**src/rtl/mips_ctrl_pkg.sv**
```systemverilog
// Shared types and encodings for the multi-cycle MIPS control unit.
package mips_ctrl_pkg;

  typedef enum logic [3:0] {
    S_FETCH    = 4'd0,
    S_DECODE   = 4'd1,
    S_MEMADDR  = 4'd2,
    S_MEMREAD  = 4'd3,
    S_MEMWB    = 4'd4,
    S_MEMWRITE = 4'd5,
    S_EXEC     = 4'd6,
    S_RWB      = 4'd7,
    S_BRANCH   = 4'd8,
    S_JUMP     = 4'd9,
    S_ADDIEX   = 4'd10,
    S_ADDIWB   = 4'd11
  } state_t;

  localparam logic [5:0] OP_R    = 6'b000000;
  localparam logic [5:0] OP_LW   = 6'b100011;
  localparam logic [5:0] OP_SW   = 6'b101011;
  localparam logic [5:0] OP_BEQ  = 6'b000100;
  localparam logic [5:0] OP_J    = 6'b000010;
  localparam logic [5:0] OP_ADDI = 6'b001000;

  localparam logic [1:0] ALUOP_ADD   = 2'b00;
  localparam logic [1:0] ALUOP_SUB   = 2'b01;
  localparam logic [1:0] ALUOP_FUNCT = 2'b10;

  localparam logic [1:0] SRCB_REGB     = 2'b00;
  localparam logic [1:0] SRCB_FOUR     = 2'b01;
  localparam logic [1:0] SRCB_SEXT     = 2'b10;
  localparam logic [1:0] SRCB_SEXT_SH2 = 2'b11;

  localparam logic [1:0] PCSRC_ALU    = 2'b00;
  localparam logic [1:0] PCSRC_ALUOUT = 2'b01;
  localparam logic [1:0] PCSRC_JUMP   = 2'b10;

  typedef struct packed {
    logic       pc_write;
    logic       pc_write_cond;
    logic       ior_d;
    logic       mem_read;
    logic       mem_write;
    logic       mem_to_reg;
    logic       ir_write;
    logic       alu_src_a;
    logic       reg_write;
    logic       reg_dst;
    logic [1:0] alu_op;
    logic [1:0] alu_src_b;
    logic [1:0] pc_source;
  } ctrl_t;

  function automatic logic is_legal_op(input logic [5:0] op);
    return (op == OP_R) || (op == OP_LW) || (op == OP_SW) ||
           (op == OP_BEQ) || (op == OP_J) || (op == OP_ADDI);
  endfunction

endpackage

```
**src/rtl/mips_ctrl_outdec.sv**
```systemverilog
// Pure combinational decode of the current state into the datapath control word.
module mips_ctrl_outdec
  import mips_ctrl_pkg::*;
(
  input  state_t state,
  input  logic   mem_ready,
  output ctrl_t  ctrl
);

  // Moore decode; only FETCH looks at mem_ready to latch IR and bump PC
  always_comb begin
    ctrl = '0;
    case (state)
      S_FETCH: begin
        ctrl.mem_read  = 1'b1;
        ctrl.alu_src_b = SRCB_FOUR;
        ctrl.alu_op    = ALUOP_ADD;
        ctrl.pc_source = PCSRC_ALU;
        ctrl.ir_write  = mem_ready;
        ctrl.pc_write  = mem_ready;
      end
      S_DECODE: begin
        ctrl.alu_src_b = SRCB_SEXT_SH2;
        ctrl.alu_op    = ALUOP_ADD;
      end
      S_MEMADDR, S_ADDIEX: begin
        ctrl.alu_src_a = 1'b1;
        ctrl.alu_src_b = SRCB_SEXT;
        ctrl.alu_op    = ALUOP_ADD;
      end
      S_MEMREAD: begin
        ctrl.mem_read = 1'b1;
        ctrl.ior_d    = 1'b1;
      end
      S_MEMWB: begin
        ctrl.reg_write  = 1'b1;
        ctrl.mem_to_reg = 1'b1;
      end
      S_MEMWRITE: begin
        ctrl.ior_d     = 1'b1;
        ctrl.mem_write = 1'b1;
      end
      S_EXEC: begin
        ctrl.alu_src_a = 1'b1;
        ctrl.alu_src_b = SRCB_REGB;
        ctrl.alu_op    = ALUOP_FUNCT;
      end
      S_RWB: begin
        ctrl.reg_write = 1'b1;
        ctrl.reg_dst   = 1'b1;
      end
      S_BRANCH: begin
        ctrl.alu_src_a     = 1'b1;
        ctrl.alu_src_b     = SRCB_REGB;
        ctrl.alu_op        = ALUOP_SUB;
        ctrl.pc_write_cond = 1'b1;
        ctrl.pc_source     = PCSRC_ALUOUT;
      end
      S_JUMP: begin
        ctrl.pc_write  = 1'b1;
        ctrl.pc_source = PCSRC_JUMP;
      end
      S_ADDIWB: begin
        ctrl.reg_write = 1'b1;
      end
      default: ctrl = '0;
    endcase
  end

endmodule

```
**src/rtl/mips_multicycle_ctrl.sv**
```systemverilog
// Multi-cycle MIPS control FSM: state register, next-state logic, retire counter.
module mips_multicycle_ctrl
  import mips_ctrl_pkg::*;
#(
  parameter int CNT_W = 16
) (
  input  logic             clk,
  input  logic             rst_n,
  input  logic [5:0]       opcode,
  input  logic             zero,
  input  logic             memReady,
  output logic             PCWrite,
  output logic             PCWriteCond,
  output logic             IorD,
  output logic             MemRead,
  output logic             MemWrite,
  output logic             MemtoReg,
  output logic             IRWrite,
  output logic             ALUSrcA,
  output logic             RegWrite,
  output logic             RegDst,
  output logic [1:0]       ALUOp,
  output logic [1:0]       ALUSrcB,
  output logic [1:0]       PCSource,
  output logic             illegalOp,
  output logic [3:0]       state,
  output logic [CNT_W-1:0] retired
);

  state_t           state_q;
  state_t           state_d;
  ctrl_t            ctrl;
  logic             retire;
  logic [CNT_W-1:0] retired_q;
  logic             unused_zero;

  // The branch decision is made in the datapath from PCWriteCond & zero
  assign unused_zero = zero;

  // State register; reset parks the FSM in FETCH
  always_ff @(posedge clk or negedge rst_n) begin
    if (!rst_n) state_q <= S_FETCH;
    else        state_q <= state_d;
  end

  // Next-state logic; stalls hold the state while memory is busy
  always_comb begin
    state_d = S_FETCH;
    case (state_q)
      S_FETCH:    state_d = memReady ? S_DECODE : S_FETCH;
      S_DECODE: begin
        case (opcode)
          OP_LW, OP_SW: state_d = S_MEMADDR;
          OP_R:         state_d = S_EXEC;
          OP_BEQ:       state_d = S_BRANCH;
          OP_J:         state_d = S_JUMP;
          OP_ADDI:      state_d = S_ADDIEX;
          default:      state_d = S_FETCH;
        endcase
      end
      S_MEMADDR:  state_d = (opcode == OP_SW) ? S_MEMWRITE : S_MEMREAD;
      S_MEMREAD:  state_d = memReady ? S_MEMWB : S_MEMREAD;
      S_MEMWB:    state_d = S_FETCH;
      S_MEMWRITE: state_d = memReady ? S_FETCH : S_MEMWRITE;
      S_EXEC:     state_d = S_RWB;
      S_RWB:      state_d = S_FETCH;
      S_BRANCH:   state_d = S_FETCH;
      S_JUMP:     state_d = S_FETCH;
      S_ADDIEX:   state_d = S_ADDIWB;
      S_ADDIWB:   state_d = S_FETCH;
      default:    state_d = S_FETCH;
    endcase
  end

  // An instruction retires when its final state hands back to FETCH
  always_comb begin
    retire = 1'b0;
    if (state_d == S_FETCH) begin
      case (state_q)
        S_MEMWB, S_MEMWRITE, S_RWB, S_BRANCH, S_JUMP, S_ADDIWB: retire = 1'b1;
        default: retire = 1'b0;
      endcase
    end
  end

  // Retired-instruction counter, wraps naturally at 2^CNT_W
  always_ff @(posedge clk or negedge rst_n) begin
    if (!rst_n)      retired_q <= '0;
    else if (retire) retired_q <= retired_q + CNT_W'(1);
  end

  mips_ctrl_outdec u_outdec (
    .state     (state_q),
    .mem_ready (memReady),
    .ctrl      (ctrl)
  );

  // Side-effecting strobes are gated off while reset is held
  assign PCWrite     = ctrl.pc_write      & rst_n;
  assign PCWriteCond = ctrl.pc_write_cond & rst_n;
  assign MemRead     = ctrl.mem_read      & rst_n;
  assign MemWrite    = ctrl.mem_write     & rst_n;
  assign IRWrite     = ctrl.ir_write      & rst_n;
  assign RegWrite    = ctrl.reg_write     & rst_n;
  assign IorD        = ctrl.ior_d;
  assign MemtoReg    = ctrl.mem_to_reg;
  assign ALUSrcA     = ctrl.alu_src_a;
  assign RegDst      = ctrl.reg_dst;
  assign ALUOp       = ctrl.alu_op;
  assign ALUSrcB     = ctrl.alu_src_b;
  assign PCSource    = ctrl.pc_source;
  assign illegalOp   = rst_n & (state_q == S_DECODE) & ~is_legal_op(opcode);
  assign state       = state_q;
  assign retired     = retired_q;

endmodule

```
**config.mk**
```make
export PLATFORM = sky130hd
export DESIGN_NAME = mips_multicycle_ctrl
export DESIGN_NICKNAME = d
export VERILOG_FILES = /design/src/rtl/mips_ctrl_pkg.sv /design/src/rtl/mips_ctrl_outdec.sv /design/src/rtl/mips_multicycle_ctrl.sv
export SDC_FILE = /design/constraint.sdc
export NUM_CORES = 1
export LEC_CHECK = 0
export CAP_MARGIN = 20
export CORE_MARGIN = 3
export CORE_UTILIZATION = 45
export CTS_BUF_LIST = sky130_fd_sc_hd__clkbuf_16
export CTS_CLUSTER_SIZE = 10
export DETAILED_ROUTE_END_ITERATION = 10
export GPL_TIMING_DRIVEN = 0
export PLACE_DENSITY = 0.8
export SLEW_MARGIN = 15
export SYNTH_ARGS = -nofsm -noshare
export SYNTH_HDL_FRONTEND = slang
export SYNTH_SLANG_ARGS = --single-unit
```
**constraint.sdc**
```tcl
create_clock -name clk -period 4.55 [get_ports clk]
set_input_delay 1.365 -clock clk [delete_from_list [all_inputs] [get_ports clk]]
set_output_delay 1.365 -clock clk [all_outputs]
set_load 0.005 [all_outputs]
```
==> results of run 1 <==
-- area by class of cell --
type	instances	area [sq um]
plain buffers	7	42.5
clock buffers	3	75.1
clock inverters	1	3.75
fillers	239	868
inverters	2	7.51
multi-input cells	116	821
flip-flops and latches	20	500
well taps	31	38.8
repair buffers	47	472
-- per-stage QoR --
stage | TNS, ns | worst slack (ns)
final | 0 | 0.190
after global routing | 0 | 0.0519
after CTS | 0 | 0.00904
after detailed placement | -2.00 | -0.494
after global placement | -1.77 | -0.439
after floorplan | 0 | 1.00
-- cell usage in the layout (no fill, tap or decap), types with 4 or more instances in the layout --
cell / instances
sky130_fd_sc_hd__a21oi_1: 5
sky130_fd_sc_hd__and2_1: 4
sky130_fd_sc_hd__buf_4: 4
sky130_fd_sc_hd__clkdlybuf4s50_1: 42
sky130_fd_sc_hd__dfrtp_1: 20
sky130_fd_sc_hd__nand2_1: 12
sky130_fd_sc_hd__nand2b_1: 5
sky130_fd_sc_hd__nand3_1: 6
sky130_fd_sc_hd__nor2_1: 11
sky130_fd_sc_hd__nor2b_1: 4
sky130_fd_sc_hd__nor3_1: 10
sky130_fd_sc_hd__nor3_2: 5
sky130_fd_sc_hd__nor3b_1: 4
sky130_fd_sc_hd__o21ai_0: 4
sky130_fd_sc_hd__xor2_1: 14
-- power by group through the flow --
stage	registers, mW	logic [mW]	clock network (mW)
floorplan	0.312	0.334	0
global placement	0.316	0.606	0
detailed placement	0.322	0.614	0
CTS	0.319	0.620	0.181
global route	0.334	0.674	0.190
finish	0.320	0.617	0.178
-- final timing paths --
path,from,end,slack (ns)
max,memReady,PCWrite,0.19
min,retired[15],retired[15],0.47
min reg2reg,retired[15],retired[15],0.47
max reg2reg,state[2],retired[10],2.64
min in group asynchronous,rst_n,retired[1],1.22
max in group asynchronous,rst_n,retired[8],2.92
-- per-layer routing --
layer	wire, microns	up-vias	track usage
li1	-	618	-
met1	1470	592	0.262
met2	1630	41	0.307
met3	166	6	0.0461
met4	45	0	0.0588
met5	0	-	0
-- state kept, by name, indices dropped and copies added, names as in the netlist --
signal   count
state        4
retired     16
-- cell families after synthesis --
kind of cell / share of synthesized area
fa+ha+maj: 0.00918
flops: 0.367
buf+inv: 0.0367
simple gates: 0.354
xor+xnor: 0.109
compound gates: 0.107
mux: 0.0156
-- repair_timing --
item                                    CTS  global route
endpoints found under the setup margin    7             1
resized for setup                         4             3
endpoints found under the hold margin     0             0
pin swaps                                 1             1
buffers inserted                          0             2
-- critical path, stage by stage --
cell	delay, ns
sky130_fd_sc_hd__clkdlybuf4s50_1	0.57
sky130_fd_sc_hd__nor3b_1	0.21
sky130_fd_sc_hd__a21oi_1	0.06
sky130_fd_sc_hd__nor4b_1	0.24
sky130_fd_sc_hd__clkdlybuf4s50_1	0.55
-- cells in the mapped netlist, types with 4 or more instances --
master,n
sky130_fd_sc_hd__a21oi_1,5
sky130_fd_sc_hd__and2_1,4
sky130_fd_sc_hd__dfrtp_1,20
sky130_fd_sc_hd__nand2_1,12
sky130_fd_sc_hd__nand2b_1,5
sky130_fd_sc_hd__nand3_1,6
sky130_fd_sc_hd__nor2_1,12
sky130_fd_sc_hd__nor2b_1,4
sky130_fd_sc_hd__nor3_1,10
sky130_fd_sc_hd__nor3_2,5
sky130_fd_sc_hd__nor3b_1,4
sky130_fd_sc_hd__o21ai_0,4
sky130_fd_sc_hd__xor2_1,14
==> impl_metrics.ini, run 1 <==
[finish]
final_area_sq_um = 1960
antenna_cells_inserted = 0
layout-drive-gt1-share = 0.133
area_growth_pct = 43.9
utilization = 0.693
instances_no_fill = 227
post_layout_net_count = 208

[sta]
rsz0062_at_grt = false
fmax_mhz = 229
final-hold-violation-count = 0
slew_violations = 0
tightestPinTransition_ns = 0.624
setup_violations = 0
fin_crit_ns = 4.36
finalHoldWorstSlack_ns = 0.465
min_period_over_period = 0.958
finClkSkew_ns = 0.00245
timing.max_slew.rel_slack = 0.584

[power_and_ir_drop]
power.clock.fraction = 0.159
power_leakage_nw = 0.732
cell_internal_power_mw = 0.684
power_frac_seq = 0.287
sw_frac_of_total = 0.387
p_comb_frac = 0.553
vdd_drop_max_mv = 0.450
net-switching-power_mw = 0.431
power-per-cell-area_nw_per_um2 = 568
power_mw = 1.11

[clock_network]
numCtsBuffers = 3
cts_tree = done
ctsHtreeMaxLevel = 1
cts_hold_buffers = 0
cts_sinks = 20
clk_pin_slew_ns = 0.05
clock_tree.root_cell = sky130_fd_sc_hd__clkbuf_16
clock_latency_ns = 0.25
max-clock-path-buffers = 2

[synthesis]
ys.flop_type = sky130_fd_sc_hd__dfrtp_1
netlist_area_sq_um = 1360
ys.warnings.count = 0
netlist-cell-type-count = 41
postSynth.asyncResetShare = 1.00
post-synth-top-area-cell = sky130_fd_sc_hd__dfrtp_1
post_synth_edffs = 0
ys_ff_latch = 20
synth_top_cells_by_area = sky130_fd_sc_hd__dfrtp_1 (37%), sky130_fd_sc_hd__xor2_1 (9.0%), sky130_fd_sc_hd__nor3_1 (3.7%)
yosys.area.top_type_share = 0.367
ys_seq_area_frac = 0.367
synth_cells = 145
syn-mean-instance-area_sq_um = 9.40
net_count_of_the_mapped_netlist = 156

[drt]
routed_wire_length_per_instance_microns = 14.6
vias_per_cell = 5.54
ant_nets = 0
dr.first_iter.drc_count = 57
routed_wirelength_microns = 3310
firstDrtPassIters = 4
vias = 1257
drc_errors = 0

[placed_design]
placedInstanceArea_sq_um = 1850
place.detailed.instances = 221
gp_routability_congestion = 0.785
post_detailed_placement_half_perimeter_wirelength_microns = 2400
placement.io_buffers = 45

[setup_path]
worst-endpoint-required_ns = 3.18
crit_path_arrival_time_ns = 2.99
depth_of_the_worst_register_to_register_path = 6
critical_path_peak_fanout = 6
criticalPathCategory = input pin to output port
critPathLaunchType = input pin
worst_setup_path_end_kind = output port

[worst_hold_path]
min_path_cells = 1
hp-class = flip-flop to flip-flop

[floorplan]
initial_utilization = 0.482
ios = 47
die_w_microns = 61.0
rows = 19
die-area_sq_um = 3720
dieHeight_microns = 61.0
core-area_sq_um = 2830

[global_route]
via_count_of_the_first_global_routing_pass = 1172
antenna_violations_before_repair = 0
grt_pass1_wl_microns = 5420
grt_max_degree = 27
grt_overflow_total = 0
gr-usage-all-layers = 0.193

[job]
maxCapViolations = 0

[outcome]
run_status = finished clean
Note: power is estimated with default switching activity, not from simulation.
==> inputs of run 2 (changes only) <==
- CAP_MARGIN: 20 -> 10
- CORE_UTILIZATION: 45 -> 48
- PLACE_DENSITY: 0.8 -> 0.84
- SETUP_SLACK_MARGIN: not set -> 0.2
==> run 2 against run 1 <==
  * Wire length up 5.0%
  * Cell count fell by 0.44%
  * Die area shrank 5.6%
  * Via count increased by 0.80%
  * Global-route usage up 1.5 points
  * First-iteration DRC count is 33% higher
  * Worst setup slack better by 0.078 ns
  * Sequential power about the same
  * Critical path type unchanged
==> impl_metrics.ini, run 2 (synthesis gave the netlist of run 1 again) <==
[outcome]
run_status = finished clean

[power_and_ir_drop]
power.clock.fraction = 0.161
cell_internal_power_mw = 0.681
p_comb_frac = 0.552
power-per-cell-area_nw_per_um2 = 573
sw_frac_of_total = 0.390
vdd_drop_max_mv = 0.500
power_leakage_nw = 0.715
power_frac_seq = 0.287
net-switching-power_mw = 0.435

[clock_network]
cts_hold_buffers = 0
max-clock-path-buffers = 2
ctsHtreeMaxLevel = 1
cts_tree = done
cts_sinks = 20
clock_tree.root_cell = sky130_fd_sc_hd__clkbuf_16
clk_pin_slew_ns = 0.05
clock_latency_ns = 0.25
numCtsBuffers = 3

[worst_hold_path]
hp-class = flip-flop to flip-flop
min_to = retired[15]
holdCritStartpoint = retired[15]
min_path_cells = 1

[finish]
multi_input_comb_area_sq_um = 826
antenna_cells_inserted = 0
n_fill_cell = 196
final_common_cell = sky130_fd_sc_hd__clkdlybuf4s50_1
post_layout_net_count = 208
area_growth_pct = 42.9
highest_count_cells_in_the_layout_ignoring_fill_and_taps = sky130_fd_sc_hd__clkdlybuf4s50_1 (39), sky130_fd_sc_hd__dfrtp_1 (20), sky130_fd_sc_hd__xor2_1 (14)
final-seq-area_sq_um = 500
final_area_sq_um = 1950
number_of_flip_flops_in_the_largest_register = 16
layout-drive-gt1-share = 0.133

[drt]
firstDrtPassIters = 4
routed_wire_length_per_instance_microns = 15.4
dr.first_iter.drc_count = 76
drc_errors = 0
routed_wirelength_microns = 3480
vias = 1267
vias_per_cell = 5.61
ant_nets = 0

[floorplan]
rows = 18
ios = 47
die-area_sq_um = 3510
core-area_sq_um = 2590
dieHeight_microns = 59.3
initial_utilization = 0.526
die_w_microns = 59.3

[placed_design]
place_ws_ns = -0.477
placedInstanceArea_sq_um = 1850
post_detailed_placement_half_perimeter_wirelength_microns = 2480
placement.io_buffers = 45
gp_routability_congestion = 0.826

[setup_path]
criticalPathCategory = input pin to output port
r2r-start = state[0]
critPathLaunchType = input pin
crit_path_arrival_time_ns = 2.92
critical_path_peak_fanout = 2
rr_endpoint = retired[7]
reg2reg_setup_slack_ns = 2.58
worst_setup_path_end_kind = output port
worst-endpoint-required_ns = 3.18
depth_of_the_worst_register_to_register_path = 7

[global_route]
antenna_violations_before_repair = 0
grt_max_degree = 27
grt_pass1_wl_microns = 5570
grt_overflow_total = 0
via_count_of_the_first_global_routing_pass = 1209
gr-usage-all-layers = 0.209

[job]
maxCapViolations = 0

[sta]
timing.max_slew.rel_slack = 0.646
slew_violations = 0
finClkSkew_ns = 0.00377
tightestPinTransition_ns = 0.532
finalHoldWorstSlack_ns = 0.474
final-hold-violation-count = 0
postLayoutSetupSlackWorst_ns = 0.268
min_period_over_period = 0.941
rsz0062_at_grt = false
fin_crit_ns = 4.28
fmax_mhz = 234
setup_violations = 0
## run 2: changes by cell type in the layout (fill, tap and decap cells not counted), sizes merged
cell           change
dlygate4sd2        +5
clkdlybuf4s50      -3
dlymetal6s2s       -2
buf                +1
clkdlybuf4s15      -1
## run 2: power groups by stage
| stage | logic [mW] | registers (mW) | clock network [mW] |
|---|---|---|---|
| final | 0.615 | 0.320 | 0.180 |
| after detailed placement | 0.620 | 0.321 | 0 |
| after floorplan | 0.334 | 0.312 | 0 |
| after global routing | 0.668 | 0.332 | 0.191 |
| after global placement | 0.605 | 0.317 | 0 |
| after CTS | 0.619 | 0.320 | 0.183 |
## run 2: worst max path at each step
stage / start / end / slack, ns / cells past startpoint
after floorplan: opcode[2] / illegalOp / 1.00 / 4
after global placement: rst_n / IRWrite / -0.45 / 4
after detailed placement: rst_n / IRWrite / -0.48 / 4
after CTS: rst_n / IRWrite / 0.19 / 4
after global routing: rst_n / IRWrite / 0.21 / 4
final: opcode[4] / illegalOp / 0.27 / 6
## run 2: cell type report
| class | instances | share of cell area |
|---|---|---|
| buffer | 7 | 0.0219 |
| inverter | 2 | 0.00386 |
| clock buffer | 3 | 0.0386 |
| tap | 30 | 0.0193 |
| sequential | 20 | 0.257 |
| timing repair buffer | 47 | 0.233 |
| multi-input combinational | 116 | 0.424 |
| clock inverter | 1 | 0.00193 |
## run 2: timing repair
item | CTS | global route
gates resized for setup | 12 | 2
pin swaps | 1 | 0
endpoints found under the setup margin | 7 | 1
hold endpoints to repair | 0 | 0
setup buffers | 2 | 0
## run 2: critical path: stages
cell	delay, ns
sky130_fd_sc_hd__clkdlybuf4s50_1	0.45
sky130_fd_sc_hd__nor2_2	0.15
sky130_fd_sc_hd__or4b_4	0.50
sky130_fd_sc_hd__nor2_4	0.11
sky130_fd_sc_hd__nor3_1	0.06
sky130_fd_sc_hd__dlygate4sd2_1	0.27
## run 2: routing by layer
metal | GRT usage | up-vias | part of all wire
met5 | 0 | - | 0
met3 | 0.0523 | 6 | 0.039
met2 | 0.349 | 29 | 0.52
met4 | 0.0744 | 0 | 0.012
li1 | - | 619 | -
met1 | 0.257 | 613 | 0.43
## run 2: stage by stage
step                      power, mW  TNS, ns  utilization  instances
after floorplan               0.646        0            -        145
after global placement        0.921    -1.81        0.714        220
after detailed placement      0.941    -1.94        0.714        220
after CTS                      1.12        0        0.754        226
after global routing           1.19        0        0.752        226
final                          1.12        0        0.752        226
